==> src/rtl/zoom_pkg.sv <==
// Shared constants and helpers for the ZOOM scaler bilinear datapath.
// Latency: n/a (package only).
// Backpressure: n/a (package only).
// Contents: pipeline depth, internal accumulator width helper, output clamp.
package zoom_pkg;

    // Register stages between input accept and a valid result on pout.
    localparam int LATENCY = 5;

    // Signed accumulator width for one channel. The three guard bits cover
    // the sign plus the worst-case growth of the partial sums before the
    // final cross term pulls the result back into pixel range.
    function automatic int acc_width(input int pix_w, input int frac_w);
        return pix_w + 2 * frac_w + 3;
    endfunction

    // Saturate a signed value into an unsigned pix_w-bit pixel. The value is
    // passed sign-extended to 64 bits so one function serves any lane width;
    // callers keep only the low pix_w bits of the result.
    function automatic logic [31:0] clamp_pix(input logic signed [63:0] v,
                                              input int                 pix_w);
        logic signed [63:0] maxv;
        maxv = (64'sd1 <<< pix_w) - 64'sd1;
        if (v < 64'sd0) begin
            return 32'd0;
        end else if (v > maxv) begin
            return maxv[31:0];
        end else begin
            return v[31:0];
        end
    endfunction

endpackage

==> src/rtl/bilerp_pipe_if.sv <==
// Beat-level bus for the bilinear pipeline: window in, interpolated pixel out.
// Latency: n/a (wiring only).
// Backpressure: in_valid/in_ready on the input side, out_valid/out_ready on the output side.
// master drives beats and out_ready; slave is the pipeline itself.
interface bilerp_pipe_if #(
    parameter int PIX_W  = 5,
    parameter int FRAC_W = 4,
    parameter int CHAN   = 1
);
    logic                    in_valid;
    logic                    in_ready;
    logic [FRAC_W-1:0]       dx;
    logic [FRAC_W-1:0]       dy;
    logic [CHAN*PIX_W-1:0]   pix1;
    logic [CHAN*PIX_W-1:0]   pix2;
    logic [CHAN*PIX_W-1:0]   pix3;
    logic [CHAN*PIX_W-1:0]   pix4;
    logic                    out_valid;
    logic                    out_ready;
    logic [CHAN*PIX_W-1:0]   pout;

    modport master (
        output in_valid, dx, dy, pix1, pix2, pix3, pix4, out_ready,
        input  in_ready, out_valid, pout
    );

    modport slave (
        input  in_valid, dx, dy, pix1, pix2, pix3, pix4, out_ready,
        output in_ready, out_valid, pout
    );
endinterface

==> src/rtl/bilerp_lane.sv <==
// One channel of the bilinear interpolator: five arithmetic register stages.
// Latency: 5 cycles from a load with en=1 to the result on pout.
// Backpressure: every stage holds while en=0; valid tracking lives in the parent.
// Ports: clk, rst_n, en (shared advance), dx/dy phases, pix1..pix4 window, pout result.
module bilerp_lane
    import zoom_pkg::*;
#(
    parameter int PIX_W  = 5,
    parameter int FRAC_W = 4,
    parameter int ROUND  = 1
) (
    input  logic              clk,
    input  logic              rst_n,
    input  logic              en,
    input  logic [FRAC_W-1:0] dx,
    input  logic [FRAC_W-1:0] dy,
    input  logic [PIX_W-1:0]  pix1,
    input  logic [PIX_W-1:0]  pix2,
    input  logic [PIX_W-1:0]  pix3,
    input  logic [PIX_W-1:0]  pix4,
    output logic [PIX_W-1:0]  pout
);
    localparam int W  = acc_width(PIX_W, FRAC_W);
    localparam int F2 = 2 * FRAC_W;

    // Half an output LSB in accumulator units, or nothing when truncating.
    localparam logic signed [W-1:0] RND_C = (ROUND != 0) ? W'(1 << (F2 - 1)) : W'(0);

    function automatic logic signed [W-1:0] ext_pix(input logic [PIX_W-1:0] p);
        return $signed({{(W-PIX_W){1'b0}}, p});
    endfunction

    function automatic logic signed [W-1:0] ext_ph(input logic [FRAC_W-1:0] f);
        return $signed({{(W-FRAC_W){1'b0}}, f});
    endfunction

    // S1: differences against the (1,1) corner, cross sum, phase capture.
    logic signed [W-1:0]  s1_base;
    logic signed [W-1:0]  s1_d21;
    logic signed [W-1:0]  s1_d31;
    logic signed [W-1:0]  s1_crs;
    logic [FRAC_W-1:0]    s1_dx;
    logic [FRAC_W-1:0]    s1_dy;

    always_ff @(posedge clk) begin
        if (en) begin
            s1_base <= ext_pix(pix1) <<< F2;
            s1_d21  <= ext_pix(pix2) - ext_pix(pix1);
            s1_d31  <= ext_pix(pix3) - ext_pix(pix1);
            s1_crs  <= ext_pix(pix4) + ext_pix(pix1) - ext_pix(pix2) - ext_pix(pix3);
            s1_dx   <= dx;
            s1_dy   <= dy;
        end
    end

    // S2: phase product and the two first-order terms, pre-aligned to 2F.
    logic [F2-1:0]        s2_dxdy;
    logic signed [W-1:0]  s2_hx;
    logic signed [W-1:0]  s2_vy;
    logic signed [W-1:0]  s2_base;
    logic signed [W-1:0]  s2_crs;

    always_ff @(posedge clk) begin
        if (en) begin
            s2_dxdy <= {{FRAC_W{1'b0}}, s1_dx} * {{FRAC_W{1'b0}}, s1_dy};
            s2_hx   <= (s1_d21 * ext_ph(s1_dx)) <<< FRAC_W;
            s2_vy   <= (s1_d31 * ext_ph(s1_dy)) <<< FRAC_W;
            s2_base <= s1_base;
            s2_crs  <= s1_crs;
        end
    end

    // S3: second-order cross term alongside the linear partial sum.
    logic signed [W-1:0]  s3_cprod;
    logic signed [W-1:0]  s3_part;

    always_ff @(posedge clk) begin
        if (en) begin
            s3_cprod <= s2_crs * $signed({{(W-F2){1'b0}}, s2_dxdy});
            s3_part  <= s2_base + s2_hx + s2_vy;
        end
    end

    // S4: full accumulator, scaled by 2^(2F).
    logic signed [W-1:0]  s4_acc;

    always_ff @(posedge clk) begin
        if (en) begin
            s4_acc <= s3_part + s3_cprod;
        end
    end

    // S5: round, arithmetic shift back to pixel scale, saturate.
    logic signed [W-1:0]  rnd_acc;
    logic [PIX_W-1:0]     pout_d;

    always_comb begin
        rnd_acc = s4_acc + RND_C;
        pout_d  = PIX_W'(clamp_pix(64'(rnd_acc >>> F2), PIX_W));
    end

    always_ff @(posedge clk or negedge rst_n) begin
        if (!rst_n) begin
            pout <= '0;
        end else if (en) begin
            pout <= pout_d;
        end
    end

endmodule

==> src/rtl/bilerp_pipe.sv <==
// Multi-channel bilinear interpolation pipeline between window fetch and output formatter.
// Latency: 5 cycles from accept to out_valid when not stalled; 1 beat/cycle throughput.
// Backpressure: global stall, every stage and the output hold while out_valid & ~out_ready.
// Ports: clk, rst_n (async, active-low), bus (slave side of bilerp_pipe_if).
module bilerp_pipe
    import zoom_pkg::*;
#(
    parameter int PIX_W  = 5,
    parameter int FRAC_W = 4,
    parameter int CHAN   = 1,
    parameter int ROUND  = 1
) (
    input  logic          clk,
    input  logic          rst_n,
    bilerp_pipe_if.slave  bus
);
    logic                  adv;
    logic                  rdy_en_q;
    logic [LATENCY-1:0]    vld_q;
    logic [CHAN*PIX_W-1:0] pout_w;

    // The pipe moves whenever the output slot is empty or being drained.
    assign adv          = ~vld_q[LATENCY-1] | bus.out_ready;

    // rdy_en_q keeps in_ready low for the first cycle out of reset so that a
    // beat presented while the registers were still held is never lost.
    assign bus.in_ready  = adv & rdy_en_q;
    assign bus.out_valid = vld_q[LATENCY-1];
    assign bus.pout      = pout_w;

    always_ff @(posedge clk or negedge rst_n) begin
        if (!rst_n) begin
            rdy_en_q <= 1'b0;
            vld_q    <= '0;
        end else begin
            rdy_en_q <= 1'b1;
            if (adv) begin
                // Bubbles travel as zeros; nothing is squeezed out.
                vld_q <= {vld_q[LATENCY-2:0], bus.in_valid & rdy_en_q};
            end
        end
    end

    // Lanes share the phases and the advance enable; they never interact.
    for (genvar c = 0; c < CHAN; c++) begin : g_lane
        bilerp_lane #(
            .PIX_W  (PIX_W),
            .FRAC_W (FRAC_W),
            .ROUND  (ROUND)
        ) u_lane (
            .clk   (clk),
            .rst_n (rst_n),
            .en    (adv),
            .dx    (bus.dx),
            .dy    (bus.dy),
            .pix1  (bus.pix1[c*PIX_W +: PIX_W]),
            .pix2  (bus.pix2[c*PIX_W +: PIX_W]),
            .pix3  (bus.pix3[c*PIX_W +: PIX_W]),
            .pix4  (bus.pix4[c*PIX_W +: PIX_W]),
            .pout  (pout_w[c*PIX_W +: PIX_W])
        );
    end

    // A stalled result must not move or change under the consumer.
    property p_stall_hold;
        @(posedge clk) disable iff (!rst_n)
        (bus.out_valid && !bus.out_ready) |=> (bus.out_valid && $stable(bus.pout));
    endproperty
    a_stall_hold: assert property (p_stall_hold);

    // Nothing is offered for input while the output is blocked.
    property p_no_accept_in_stall;
        @(posedge clk) disable iff (!rst_n)
        (bus.out_valid && !bus.out_ready) |-> !bus.in_ready;
    endproperty
    a_no_accept_in_stall: assert property (p_no_accept_in_stall);

endmodule

==> src/flat_wrapper.sv <==
// flat-port wrapper written by rule: the top's interface ports become plain ports
module bilerp_pipe_flat import zoom_pkg::*;
#(
    parameter int PIX_W  = 5,
    parameter int FRAC_W = 4,
    parameter int CHAN   = 1,
    parameter int ROUND  = 1
)
  (clk, rst_n, bus_in_valid, bus_dx, bus_dy, bus_pix1, bus_pix2, bus_pix3, bus_pix4, bus_out_ready, bus_in_ready, bus_out_valid, bus_pout);
  bilerp_pipe_if #(.PIX_W(PIX_W), .FRAC_W(FRAC_W), .CHAN(CHAN)) bus_i ();
  input  logic clk;
  input  logic rst_n;
  input wire logic [$bits(bus_i.in_valid)-1:0] bus_in_valid;
  input wire logic [$bits(bus_i.dx)-1:0] bus_dx;
  input wire logic [$bits(bus_i.dy)-1:0] bus_dy;
  input wire logic [$bits(bus_i.pix1)-1:0] bus_pix1;
  input wire logic [$bits(bus_i.pix2)-1:0] bus_pix2;
  input wire logic [$bits(bus_i.pix3)-1:0] bus_pix3;
  input wire logic [$bits(bus_i.pix4)-1:0] bus_pix4;
  input wire logic [$bits(bus_i.out_ready)-1:0] bus_out_ready;
  output wire logic [$bits(bus_i.in_ready)-1:0] bus_in_ready;
  output wire logic [$bits(bus_i.out_valid)-1:0] bus_out_valid;
  output wire logic [$bits(bus_i.pout)-1:0] bus_pout;
  assign bus_i.in_valid = bus_in_valid;
  assign bus_i.dx = bus_dx;
  assign bus_i.dy = bus_dy;
  assign bus_i.pix1 = bus_pix1;
  assign bus_i.pix2 = bus_pix2;
  assign bus_i.pix3 = bus_pix3;
  assign bus_i.pix4 = bus_pix4;
  assign bus_i.out_ready = bus_out_ready;
  assign bus_in_ready = bus_i.in_ready;
  assign bus_out_valid = bus_i.out_valid;
  assign bus_pout = bus_i.pout;
  bilerp_pipe #(.PIX_W(PIX_W), .FRAC_W(FRAC_W), .CHAN(CHAN), .ROUND(ROUND)) u_core (.clk(clk), .rst_n(rst_n), .bus(bus_i));
endmodule
==> config.mk <==
export PLATFORM = sky130hd
export DESIGN_NAME = bilerp_pipe_flat
export DESIGN_NICKNAME = d
export VERILOG_FILES = /design/src/rtl/zoom_pkg.sv /design/src/rtl/bilerp_pipe_if.sv /design/src/rtl/bilerp_lane.sv /design/src/rtl/bilerp_pipe.sv /design/src/flat_wrapper.sv
export SDC_FILE = /design/constraint.sdc
export NUM_CORES = 1
export LEC_CHECK = 0
export ABC_AREA = 1
export CAP_MARGIN = 20
export CELL_PAD_IN_SITES_DETAIL_PLACEMENT = 0
export CELL_PAD_IN_SITES_GLOBAL_PLACEMENT = 1
export CORE_MARGIN = 3
export CORE_UTILIZATION = 50
export CTS_CLUSTER_DIAMETER = 60
export DETAILED_ROUTE_END_ITERATION = 7
export PLACE_DENSITY = 0.84
export SLEW_MARGIN = 20
export SYNTH_ARGS = -nofsm -noshare
export SYNTH_HDL_FRONTEND = slang
export SYNTH_SLANG_ARGS = --single-unit
==> constraint.sdc <==
create_clock -name clk -period 12.48 [get_ports clk]
set_input_delay 1.872 -clock clk [delete_from_list [all_inputs] [get_ports clk]]
set_output_delay 1.872 -clock clk [all_outputs]
set_load 0.01 [all_outputs]
# [Word level (Yosys, flattened, before mapping)]
# Index checks and enable logic that the tools add are counted.
# Widths: inputs -> output; s select.
[word_totals] regBits=173 inputBits=32 output_inout_bits=7 wordCells=38
[classes] n_addsub=9 mul=4 order_cmp=2 muxes=2 bitwise_logic=4
[ops] op="$add 16x16->16" n=2
[ops] op="$mul 16x5->12" n=2
[ops] op="$add 14x16->16" n=1
[ops] op="$add 16x9->16 const B" n=1
[ops] op="$mul 16x9->16" n=1
[ops] op="$sub 5x5->6" n=2
[ops] op="$mux 5" n=2
[ops] op="$gt 8x6->1 const B" n=1
[ops] op="$lt 8x1->1 const B" n=1
[ops] op="$mul 4x4->8" n=1
[ops] op="$sub 7x6->8" n=1
[ops] op="$sub 6x5->7" n=1
[ops] op="$add 5x5->6" n=1
[ops] op="$and 1x1->1" n=2
[ops] op="$not 1->1" n=1
[ops] op="$or 1x1->1" n=1

# [Logic depth before layout (Yosys ltp)]
# Gate-level depths: netlist of run 1.
[depth] ltp_word=4 depth_mapped=21 mapped_depth_nobuf=20

# [Cells and area by module]
# A second synthesis of run 1 with hierarchy kept.
[unflattened] hier_cells=1334 area_unflattened_um2=12110.4
[by_module_without_submodules] module="bilerp_lane" instances=1 cells_each=1308 area_per_inst_um2=11866.4 seq_area_each_um2=3878.7
[by_module_without_submodules] module="bilerp_pipe" instances=1 cells_each=26 area_per_inst_um2=244.0 seq_area_each_um2=150.1

# [Worst setup path after synthesis of run 1]
# OpenSTA, ideal clock, no wires.
[synth_path] path_type="input to register" start="in bus_out_ready" end="reg u_core.g_lane[0].u_lane.s1_base[10] (enable)" t_arrival_ns=4.152 slack_ns=7.861 path_stages=2 n_path_buf=0 path_cell_list="nor2_1 inv_1"
[synth_via] elab_chain_len=1
[synth_rtl] item="from (decl)" line="flat_wrapper.sv:20" source="input wire logic [$bits(bus_i.out_ready)-1:0] bus_out_ready;"
[synth_rtl] item="$or 1x1->1" line="bilerp_pipe.sv:23" source="assign adv = ~vld_q[LATENCY-1] | bus.out_ready;"
[synth_rtl] item="to (signal assigned)" line="bilerp_lane.sv:47" source="s1_base <= ext_pix(pix1) <<< F2;"
[synth_rtl] item="to (decl)" line="bilerp_lane.sv:38" source="logic signed [W-1:0] s1_base;"
# No other way between the ends.
# A chain may end at the register's enable or synchronous reset.

# [Worst setup path after layout of run 1]
[layout_path] start="in bus_out_ready" end="out bus_in_ready"
[layout_via] elab_chain_len=2
[layout_rtl] item="$or 1x1->1" line="bilerp_pipe.sv:23"
[layout_rtl] item="$and 1x1->1" line="bilerp_pipe.sv:27" source="assign bus.in_ready = adv & rdy_en_q;"
[layout_rtl] item="to (decl)" line="flat_wrapper.sv:21" source="output wire logic [$bits(bus_i.in_ready)-1:0] bus_in_ready;"
# No other way between the ends.

==> results of run 1 <==
## synth_stat cells (all sizes together)
cell type / instances / area (µm²)
ha: 131 / 1640
nand4: 10 / 62.6
edfxtp: 111 / 3330
or2: 1 / 6.26
a21o: 8 / 60.1
a31oi: 6 / 37.5
xor2: 46 / 403
inv: 335 / 1260
dfrtp: 11 / 275
nor3: 8 / 51.3
fa: 98 / 1960
nand3: 51 / 260
a21oi: 51 / 267
clkbuf: 21 / 78.8
o21bai: 8 / 60.1
xnor2: 18 / 158
o21ai: 23 / 119
conb: 1 / 3.75
nand2: 301 / 1140
nor2: 23 / 86.3
a21boi: 1 / 7.51
nand3b: 1 / 7.51
## area by class of cell
class / count / area (µm²)
inverters: 335 / 1260
fillers: 1970 / 9480
well taps: 280 / 350
multi-input cells: 786 / 6330
flip-flops and latches: 122 / 3610
repair buffers: 39 / 388
clock inverters: 10 / 75.1
clock buffers: 22 / 529
## registers in the layout, summed over array words and instances, names as in the netlist
signal / cells
u_core.g_lane.u_lane.pout: 5
u_core.g_lane.u_lane.s1_base: 5
u_core.g_lane.u_lane.s1_crs: 8
u_core.g_lane.u_lane.s1_d21: 6
u_core.g_lane.u_lane.s1_d31: 6
u_core.g_lane.u_lane.s1_dx: 4
u_core.g_lane.u_lane.s1_dy: 4
u_core.g_lane.u_lane.s2_base: 5
u_core.g_lane.u_lane.s2_crs: 8
u_core.g_lane.u_lane.s2_dxdy: 8
u_core.g_lane.u_lane.s2_hx: 12
u_core.g_lane.u_lane.s2_vy: 12
u_core.g_lane.u_lane.s3_cprod: 12
u_core.g_lane.u_lane.s3_part: 12
u_core.g_lane.u_lane.s4_acc: 9
u_core.rdy_en_q: 1
u_core.vld_q: 5
## layer usage
layer,GRT usage [%],up-vias
met3,2.72,24
met2,30.0,118
met4,5.09,0
met5,0,-
li1,-,3967
met1,23.7,3444
## worst max-delay path by stage
stage | to | cells past startpoint | slack [ps]
5_1_grt | bus_in_ready | 4 | 6720
3_3_place_gp | bus_in_ready | 4 | 6940
2_1_floorplan | u_core.g_lane[0].u_lane.s1_base[10]$_DFFE_PN_ | 2 | 7860
6_report | bus_in_ready | 4 | 6940
4_1_cts | bus_in_ready | 4 | 6900
3_5_place_dp | bus_in_ready | 4 | 6890
## cell families (layout without fill, tap and decap cells)
family / after synthesis / after routing / synth area share [%]
buffers and inverters: 356 / 406 / 11.8
DFF: 122 / 122 / 32.0
and+or+nand+nor: 395 / 395 / 14.3
adders and majority gates: 229 / 229 / 31.9
AOI/OAI and AO/OA: 97 / 97 / 4.88
xor gates and xnor gates: 64 / 64 / 4.97
other: 1 / 1 / 0.0333
## through the flow
stage	std cells	util [%]	hold slack [ps]
final	1594	56.9	415
after global routing	1594	56.9	429
after CTS	1594	56.9	418
after detailed placement	1562	54.2	405
after global placement	1562	54.2	402
after floorplan	1264	-	400
## worst reg2reg max path: cells and delay by family (launching register included)
family          cells  cell delay [ps]
fa+ha+maj           5             2530
flops               1              530
buf+inv             7              500
simple gates        4              380
compound gates      2              330
==> results.sh, run 1 <==
export IMPL_postSynthNetCount=1525
export IMPL_synth_sequential_area_ratio_pct=32.0
export IMPL_timing_critical_path_required_ps=10610
export IMPL_topRoutingLayerUsed="met4"
export IMPL_met2RoutedLength_um=9460
export IMPL_crit_path_top_delay_cell="sky130_fd_sc_hd__nor2_1"
export IMPL_cts_sink_count=122
export IMPL_areaGrowthSynthToFinish_pct=11.2
export IMPL_worst_pin_slew_ps=986
export IMPL_crit_path_max_fanout=13
export IMPL_path_clk_slew_ps=60
export IMPL_postRouteWirelength_um=19900
export IMPL_antenna_violating_nets_post_route=0
export IMPL_antenna_cells=0
export IMPL_htreeDepth=4
export IMPL_post_route_min_period_ps=5540
export IMPL_yosys_register_bits=122
export IMPL_drt_pass1_iterations=4
export IMPL_cp_start_kind="primary input"
export IMPL_status="complete, no violations"
export IMPL_timing_max_slew_rel_slack_pct=34.0
export IMPL_worst_ep_arrival_time_ps=3670
export IMPL_area_enclosed_by_the_die_boundary_um2=24400
export IMPL_dr_vias=7553
export IMPL_place_congestion=0.900
export IMPL_grt_first_pass_wirelength_um=35100
export IMPL_pin_count=39
export IMPL_cts_setup_buffers=0
export IMPL_critPathBufInv=2
export IMPL_ctsLongestPathBuffers=2
export IMPL_worst_r2r_setup_slack_ps=7980
export IMPL_fin_tns_setup_ps=0
export IMPL_syn_cell_area_um2=11300
export IMPL_drt_drc_violations_left=0
export IMPL_finish_instance_area_um2=12500
export IMPL_met1_length_um=9350
export IMPL_dieHeight_um=156
export IMPL_rr_startpoint="u_core.g_lane[0].u_lane.s2_dxdy[3]$_DFFE_PN_"
export IMPL_route_met3_wl_um=776
export IMPL_timing_reg2reg_worst_path_depth=18
export IMPL_fin_worst_skew_ps=10.1
export IMPL_die_width_um=156
export IMPL_hold_depth=0
export IMPL_critical_path_max_stage_delay_ps=750
export IMPL_final_layout_size_suffix_gt1_share_pct=3.27
export IMPL_initial_core_util_pct=51.2
export IMPL_grt_overflow_total=0
export IMPL_grt_setup_unrepaired="false"
export IMPL_post_cts_resized=0
export IMPL_io_buffers=38
export IMPL_path_class="in2out"
export IMPL_min_from="u_core.g_lane[0].u_lane.s1_base[10]$_DFFE_PN_"
export IMPL_yosys_warnings=0
export IMPL_initial_antenna_violation_count=0
export IMPL_insertion_delay_ps=420
export IMPL_number_of_core_rows=54
export IMPL_layout_commonest_cell="sky130_fd_sc_hd__inv_1"
export IMPL_clock_root_buffer="sky130_fd_sc_hd__clkbuf_16"
export IMPL_numCtsBuffers=17
export IMPL_grt_max_degree=68
export IMPL_path_delay_family="buffers and inverters"
export IMPL_drv_cap=0
export IMPL_syn_avg_cell_area_um2=8.92
export IMPL_number_of_global_route_vias_before_repair=7686
export IMPL_finalSetupViolations=0
export IMPL_netlist_cell_type_count=27
export IMPL_postSynthCellCount=1264
export IMPL_core_area_um2=22000
export IMPL_setup_slack_ps=6940
export IMPL_timing_final_crit_share_pct=44.4
export IMPL_hold_end="u_core.g_lane[0].u_lane.s2_base[10]$_DFFE_PN_"
export IMPL_finalHoldViolations=0
export IMPL_worstPathCellList="clkdlybuf4s50_1 > nor2_1 > nor2_1 > clkdlybuf4s50_1"
export IMPL_place_area_um2=11900
export IMPL_timing_rr_end="u_core.g_lane[0].u_lane.s3_cprod[15]$_DFFE_PN_"
export IMPL_groute_usage_overall_pct=17.7
export IMPL_preCtsSetupSlack_ps=6890
export IMPL_design_final_nets=1562
export IMPL_avgRoutedWirePerCell_um=12.5
export IMPL_drv_slew=0
export IMPL_achievable_frequency_ghz=0.180
export IMPL_layout_common_cells="sky130_fd_sc_hd__inv_1, sky130_fd_sc_hd__nand2_1, sky130_fd_sc_hd__ha_1"
export IMPL_cp_startpoint="bus_out_ready"
export IMPL_vias_per_cell=4.74
export IMPL_tritoncts="built"
export IMPL_holdBufCountCts=0
export IMPL_drt_initial_drc_count=340
export IMPL_worst_hold_path_type="reg2reg"
export IMPL_timing_critical_path_to_type="output port"
export IMPL_place_detailed_hpwl_um=16300
Power of run 1 is left out: the tool's default activity adds up to more than one toggle a clock period on the data nets, which glitch-free logic cannot reach.
==> inputs of run 2 (changes only) <==
--- a/config.mk
+++ b/config.mk
@@ -10,10 +10,10 @@
 export CELL_PAD_IN_SITES_DETAIL_PLACEMENT = 0
 export CELL_PAD_IN_SITES_GLOBAL_PLACEMENT = 1
 export CORE_MARGIN = 3
-export CORE_UTILIZATION = 50
+export CORE_UTILIZATION = 49
 export CTS_CLUSTER_DIAMETER = 60
 export DETAILED_ROUTE_END_ITERATION = 7
-export PLACE_DENSITY = 0.84
+export PLACE_DENSITY = 0.83
 export SLEW_MARGIN = 20
 export SYNTH_ARGS = -nofsm -noshare
 export SYNTH_HDL_FRONTEND = slang
==> constraint.sdc (replaced) <==
create_clock -name clk -period 5.7 [get_ports clk]
set_input_delay 0.855 -clock clk [delete_from_list [all_inputs] [get_ports clk]]
set_output_delay 0.855 -clock clk [all_outputs]
set_load 0.01 [all_outputs]
==> run 2 against run 1 <==
Core utilization fell by 0.65 points. Die area rose by 2.0%. Critical path depth rose by 14. Register-to-register slack got worse by 6700 ps. Critical path type is now reg2reg.
==> results.sh, run 2 (synthesis gave the netlist of run 1 again) <==
export IMPL_design_final_nets=1562
export IMPL_numCtsBuffers=17
export IMPL_drv_slew=0
export IMPL_post_route_min_period_ps=4420
export IMPL_drt_initial_drc_count=334
export IMPL_path_class="reg2reg"
export IMPL_cts_setup_buffers=0
export IMPL_tritoncts="built"
export IMPL_fin_worst_skew_ps=9.87
export IMPL_path_clk_slew_ps=60
export IMPL_insertion_delay_ps=410
export IMPL_layout_common_cells="sky130_fd_sc_hd__inv_1, sky130_fd_sc_hd__nand2_1, sky130_fd_sc_hd__ha_1"
export IMPL_worst_hold_path_type="reg2reg"
export IMPL_finalCoreUtilization_pct=56.3
export IMPL_htreeDepth=4
export IMPL_dieHeight_um=158
export IMPL_die_width_um=158
export IMPL_vias_per_cell=4.73
export IMPL_grt_overflow_total=0
export IMPL_drt_pass1_iterations=4
export IMPL_avgRoutedWirePerCell_um=12.4
export IMPL_number_of_core_rows=54
export IMPL_number_of_global_route_vias_before_repair=7588
export IMPL_antenna_violating_nets_post_route=0
export IMPL_drv_cap=0
export IMPL_initial_antenna_violation_count=0
export IMPL_grt_setup_unrepaired="false"
export IMPL_antenna_cells=0
export IMPL_drt_drc_violations_left=0
export IMPL_cp_start_kind="flop"
export IMPL_finalSetupViolations=0
export IMPL_crit_path_max_fanout=8
export IMPL_area_enclosed_by_the_die_boundary_um2=24900
export IMPL_cts_sink_count=122
export IMPL_worst_ep_arrival_time_ps=4600
export IMPL_grt_first_pass_wirelength_um=34400
export IMPL_postRouteWirelength_um=19800
export IMPL_ctsLongestPathBuffers=2
export IMPL_core_area_um2=22200
export IMPL_initial_core_util_pct=50.7
export IMPL_achievable_frequency_ghz=0.226
export IMPL_place_detailed_hpwl_um=16400
export IMPL_areaGrowthSynthToFinish_pct=11.0
export IMPL_worst_pin_slew_ps=988
export IMPL_finalHoldViolations=0
export IMPL_groute_usage_overall_pct=17.2
export IMPL_final_layout_size_suffix_gt1_share_pct=3.27
export IMPL_pin_count=39
export IMPL_io_buffers=38
export IMPL_timing_critical_path_to_type="flop"
export IMPL_grt_max_degree=62
export IMPL_layout_commonest_cell="sky130_fd_sc_hd__inv_1"
export IMPL_timing_max_slew_rel_slack_pct=33.9
export IMPL_holdBufCountCts=0
export IMPL_clock_root_buffer="sky130_fd_sc_hd__clkbuf_16"
export IMPL_fin_tns_setup_ps=0
export IMPL_timing_critical_path_required_ps=5870
export IMPL_status="complete, no violations"
export IMPL_post_cts_resized=0
export IMPL_place_congestion=0.860
export IMPL_timing_final_crit_share_pct=77.6
export IMPL_dr_vias=7542
[run 2: cell types whose count changed in the layout (fill, tap and decap cells not counted)]
cell and change:
sky130_fd_sc_hd__inv_4 -2, sky130_fd_sc_hd__clkinv_2 -1, sky130_fd_sc_hd__clkbuf_8 +3, sky130_fd_sc_hd__inv_6 +2, sky130_fd_sc_hd__clkbuf_16 -3, sky130_fd_sc_hd__clkinv_4 -2
sky130_fd_sc_hd__clkinvlp_4 +3
[run 2: worst paths after layout]
check / startpoint / end / slack, ps / cells past startpoint
worst min register to register: u_core.g_lane[0].u_lane.s1_crs[6]$_DFFE_PN_ / u_core.g_lane[0].u_lane.s2_crs[6]$_DFFE_PN_ / 420 / 0
worst max-delay path: u_core.g_lane[0].u_lane.s2_dxdy[3]$_DFFE_PN_ / u_core.g_lane[0].u_lane.s3_cprod[15]$_DFFE_PN_ / 1280 / 18
min in group asynchronous: rst_n / u_core.g_lane[0].u_lane.pout[4]$_DFFE_PN0N_ / 760 / 1
worst max register to register: u_core.g_lane[0].u_lane.s2_dxdy[3]$_DFFE_PN_ / u_core.g_lane[0].u_lane.s3_cprod[15]$_DFFE_PN_ / 1280 / 18
max in group asynchronous: rst_n / u_core.rdy_en_q$_DFF_PN0_ / 4610 / 1
worst min-delay path: u_core.g_lane[0].u_lane.s1_crs[6]$_DFFE_PN_ / u_core.g_lane[0].u_lane.s2_crs[6]$_DFFE_PN_ / 420 / 0
[run 2: layer usage]
metal / global-route usage [%] / vias to the layer above / wire length, µm
met2: 29.3 / 77 / 9520
met1: 23.0 / 3485 / 9560
li1: - / 3969 / -
met3: 2.98 / 11 / 577
met5: 0 / - / 0
met4: 4.42 / 0 / 172
[run 2: area by class of cell]
class / instances / area (µm²)
clock buffer: 22 / 495
clock inverter: 10 / 80.1
fill: 2014 / 9710
inverter: 335 / 1260
multi-input combinational: 786 / 6330
sequential: 122 / 3610
tap: 280 / 350
timing repair buffer: 39 / 388
[run 2: per-stage QoR]
stage / cells / hold WS [ps] / worst slack, ps / instance area [µm²]
after floorplan: 1264 / 400 / 1500 / 11300
after global placement: 1562 / 402 / 1300 / 11900
after detailed placement: 1562 / 405 / 1260 / 11900
after CTS: 1594 / 418 / 1280 / 12500
after global routing: 1594 / 427 / 997 / 12500
final: 1594 / 417 / 1280 / 12500
[run 2: critical path, cell delays in order (launching register included)]
cell and delay, ps:
sky130_fd_sc_hd__edfxtp_1 500, sky130_fd_sc_hd__nand2_1 160, sky130_fd_sc_hd__inv_1 90, sky130_fd_sc_hd__fa_1 540, sky130_fd_sc_hd__inv_1 130, sky130_fd_sc_hd__fa_1 550, sky130_fd_sc_hd__inv_1 50, sky130_fd_sc_hd__fa_1 540
sky130_fd_sc_hd__inv_1 60, sky130_fd_sc_hd__fa_1 520, sky130_fd_sc_hd__inv_1 40, sky130_fd_sc_hd__ha_1 360, sky130_fd_sc_hd__inv_1 70, sky130_fd_sc_hd__o21ai_0 210, sky130_fd_sc_hd__a21boi_0 120, sky130_fd_sc_hd__nand3_1 110
sky130_fd_sc_hd__inv_1 40, sky130_fd_sc_hd__nand2_1 60, sky130_fd_sc_hd__nand2_1 40
Power of run 2 is left out for the same reason.
==> inputs of run 3 (changes only) <==
--- a/config.mk
+++ b/config.mk
@@ -10,10 +10,10 @@
 export CELL_PAD_IN_SITES_DETAIL_PLACEMENT = 0
 export CELL_PAD_IN_SITES_GLOBAL_PLACEMENT = 1
 export CORE_MARGIN = 3
-export CORE_UTILIZATION = 49
+export CORE_UTILIZATION = 44
 export CTS_CLUSTER_DIAMETER = 60
 export DETAILED_ROUTE_END_ITERATION = 7
-export PLACE_DENSITY = 0.83
+export PLACE_DENSITY = 0.79
 export SLEW_MARGIN = 20
 export SYNTH_ARGS = -nofsm -noshare
 export SYNTH_HDL_FRONTEND = slang
==> constraint.sdc (replaced) <==
create_clock -name clk -period 3.95 [get_ports clk]
set_input_delay 0.5925 -clock clk [delete_from_list [all_inputs] [get_ports clk]]
set_output_delay 0.5925 -clock clk [all_outputs]
set_load 0.01 [all_outputs]
==> run 3 against run 2 <==
Clock-buffer cell count fell by 2. Largest cell class unchanged. Worst setup slack worse by 1300 ps. Wire length grew 7.3%. Fmax increased by 10%. Core utilization down 2.5 points. Final area increased by 6.5%. Sequential share of layout area down 1.8 points. Critical endpoint is now u_core.g_lane[0].u_lane.s3_cprod[14]$_DFFE_PN_. The flow now finishes with violations (setup timing). Non-clock buffer count increased by 50. Die area is 11% higher. Flip-flop and latch count did not move. Clock skew is 1.4 ps higher. Global-route usage down 1.5 points.
==> results.sh, run 3 (synthesis gave the netlist of run 1 again) <==
export IMPL_status="finished, violations left"
export IMPL_violations_in_the_final_reports="setup timing"
export IMPL_path_clk_slew_ps=60
export IMPL_htreeDepth=4
export IMPL_grt_overflow_total=0
export IMPL_core_area_um2=24700
export IMPL_tritoncts="built"
export IMPL_whs_ps=416
export IMPL_finalSetupViolations=3
export IMPL_drv_slew=0
export IMPL_timing_max_slew_rel_slack_pct=59.4
export IMPL_cts_sink_count=122
export IMPL_grt_max_degree=54
export IMPL_initial_core_util_pct=45.6
export IMPL_final_layout_size_suffix_gt1_share_pct=11.8
export IMPL_finalCoreUtilization_pct=53.8
export IMPL_preCtsSetupSlack_ps=-215
export IMPL_worstPathCellList="buf_6 > nand2_2 > inv_2 > fa_1 > inv_2 > fa_1 > inv_1 > fa_1 > inv_1 > fa_1 > inv_2 > ha_4 > inv_1 > o21bai_2 > a31oi_4 > nand3_2 > xor2_1"
export IMPL_finalHoldViolations=0
export IMPL_achievable_frequency_ghz=0.249
export IMPL_fin_worst_skew_ps=11.3
export IMPL_antenna_violating_nets_post_route=0
export IMPL_timing_reg2reg_worst_path_depth=17
export IMPL_vias_per_cell=4.68
export IMPL_areaGrowthSynthToFinish_pct=18.2
export IMPL_post_route_min_period_ps=4020
export IMPL_die_width_um=166
export IMPL_setup_slack_ps=-70.0
export IMPL_timing_rr_end="u_core.g_lane[0].u_lane.s3_cprod[14]$_DFFE_PN_"
export IMPL_path_common_cell="sky130_fd_sc_hd__fa_1"
export IMPL_hold_end="u_core.g_lane[0].u_lane.s2_base[9]$_DFFE_PN_"
export IMPL_grt_setup_unrepaired="true"
export IMPL_avgRoutedWirePerCell_um=12.6
export IMPL_pin_count=39
export IMPL_fill_cells=2234
export IMPL_drv_cap=0
export IMPL_rr_startpoint="u_core.g_lane[0].u_lane.s2_crs[14]$_DFFE_PN_"
export IMPL_path_delay_family="adder cells"
export IMPL_antenna_cells=0
export IMPL_worst_hold_path_type="reg2reg"
export IMPL_worst_pin_slew_ps=606
export IMPL_io_buffers=38
export IMPL_worst_ep_arrival_time_ps=4190
export IMPL_place_detailed_hpwl_um=17100
export IMPL_holdBufCountCts=0
export IMPL_dieHeight_um=166
export IMPL_area_enclosed_by_the_die_boundary_um2=27600
export IMPL_layout_commonest_cell="sky130_fd_sc_hd__inv_1"
export IMPL_min_from="u_core.g_lane[0].u_lane.s1_base[9]$_DFFE_PN_"
export IMPL_hold_depth=0
export IMPL_number_of_core_rows=57
export IMPL_initial_antenna_violation_count=0
export IMPL_groute_usage_overall_pct=15.8
export IMPL_ctsLongestPathBuffers=2
export IMPL_worst_r2r_setup_slack_ps=-70
export IMPL_path_class="reg2reg"
export IMPL_design_final_nets=1612
export IMPL_cp_start_kind="flop"
export IMPL_crit_path_max_fanout=4
export IMPL_number_of_global_route_vias_before_repair=7737
export IMPL_timing_final_crit_share_pct=102
export IMPL_insertion_delay_ps=420
export IMPL_timing_critical_path_to_type="flop"
export IMPL_drt_drc_violations_left=0
export IMPL_postRouteWirelength_um=21300
export IMPL_drt_pass1_iterations=4
export IMPL_critPathBufInv=7
export IMPL_numCtsBuffers=17
export IMPL_drt_initial_drc_count=256
export IMPL_dr_vias=7895
export IMPL_clock_root_buffer="sky130_fd_sc_hd__clkbuf_16"
export IMPL_place_congestion=0.883
export IMPL_crit_path_top_delay_cell="sky130_fd_sc_hd__fa_1"
export IMPL_grt_first_pass_wirelength_um=35800
export IMPL_timing_critical_path_required_ps=4120
export IMPL_layout_common_cells="sky130_fd_sc_hd__inv_1, sky130_fd_sc_hd__nand2_1, sky130_fd_sc_hd__ha_1"
export IMPL_critical_path_max_stage_delay_ps=580
[run 3: cell types whose count changed in the layout (fill, tap and decap cells not counted), sizes merged]
cell | previous run | this run
buf | 1 | 51
bufinv | 0 | 1
clkinvlp | 3 | 0
clkbuf | 22 | 20
clkinv | 3 | 6
inv | 339 | 340
[run 3: layout make-up]
type / count / area, µm² / area share, %
repair buffers: 89 / 813 / 6.10
clock inverters: 12 / 113 / 0.845
inverters: 335 / 1260 / 9.49
well taps: 324 / 405 / 3.04
clock buffers: 20 / 468 / 3.51
multi-input cells: 786 / 6650 / 49.9
flip-flops and latches: 122 / 3610 / 27.1
[run 3: routing by layer]
| metal | global-route usage (%) | share of wire [%] |
|---|---|---|
| met5 | 0 | 0 |
| met1 | 20.7 | 46 |
| met4 | 5.71 | 2.6 |
| met3 | 2.55 | 2.5 |
| met2 | 26.5 | 49 |
[run 3: worst max-delay path by stage]
stage               slack, ps  cells past startpoint                                         start                                        endpoint
floorplan                   6                     17  u_core.g_lane[0].u_lane.s2_crs[14]$_DFFE_PN_  u_core.g_lane[0].u_lane.s3_cprod[13]$_DFFE_PN_
CTS                       -90                     16  u_core.g_lane[0].u_lane.s2_crs[14]$_DFFE_PN_  u_core.g_lane[0].u_lane.s3_cprod[14]$_DFFE_PN_
finish                    -70                     17  u_core.g_lane[0].u_lane.s2_crs[14]$_DFFE_PN_  u_core.g_lane[0].u_lane.s3_cprod[14]$_DFFE_PN_
global route             -220                     16  u_core.g_lane[0].u_lane.s2_crs[14]$_DFFE_PN_  u_core.g_lane[0].u_lane.s3_cprod[14]$_DFFE_PN_
detailed placement       -210                     16  u_core.g_lane[0].u_lane.s2_crs[14]$_DFFE_PN_  u_core.g_lane[0].u_lane.s3_cprod[15]$_DFFE_PN_
global placement         -160                     16  u_core.g_lane[0].u_lane.s2_crs[14]$_DFFE_PN_  u_core.g_lane[0].u_lane.s3_cprod[15]$_DFFE_PN_
[run 3: repair_timing]
item / CTS / global route
endpoints found under the setup margin: 8 / 7
buffers inserted: 5 / 7
hold endpoints to repair: 0 / 0
pin swaps: 29 / 56
resized for setup: 35 / 48
[run 3: through the flow]
stage               setup TNS, ps  area [µm²]  std cells
global route                 -847       13300       1688
detailed placement          -1140       12300       1644
finish                       -177       13300       1688
global placement             -767       12300       1644
floorplan                       0       11300       1264
CTS                          -192       13100       1681
Power of run 3 is left out for the same reason.
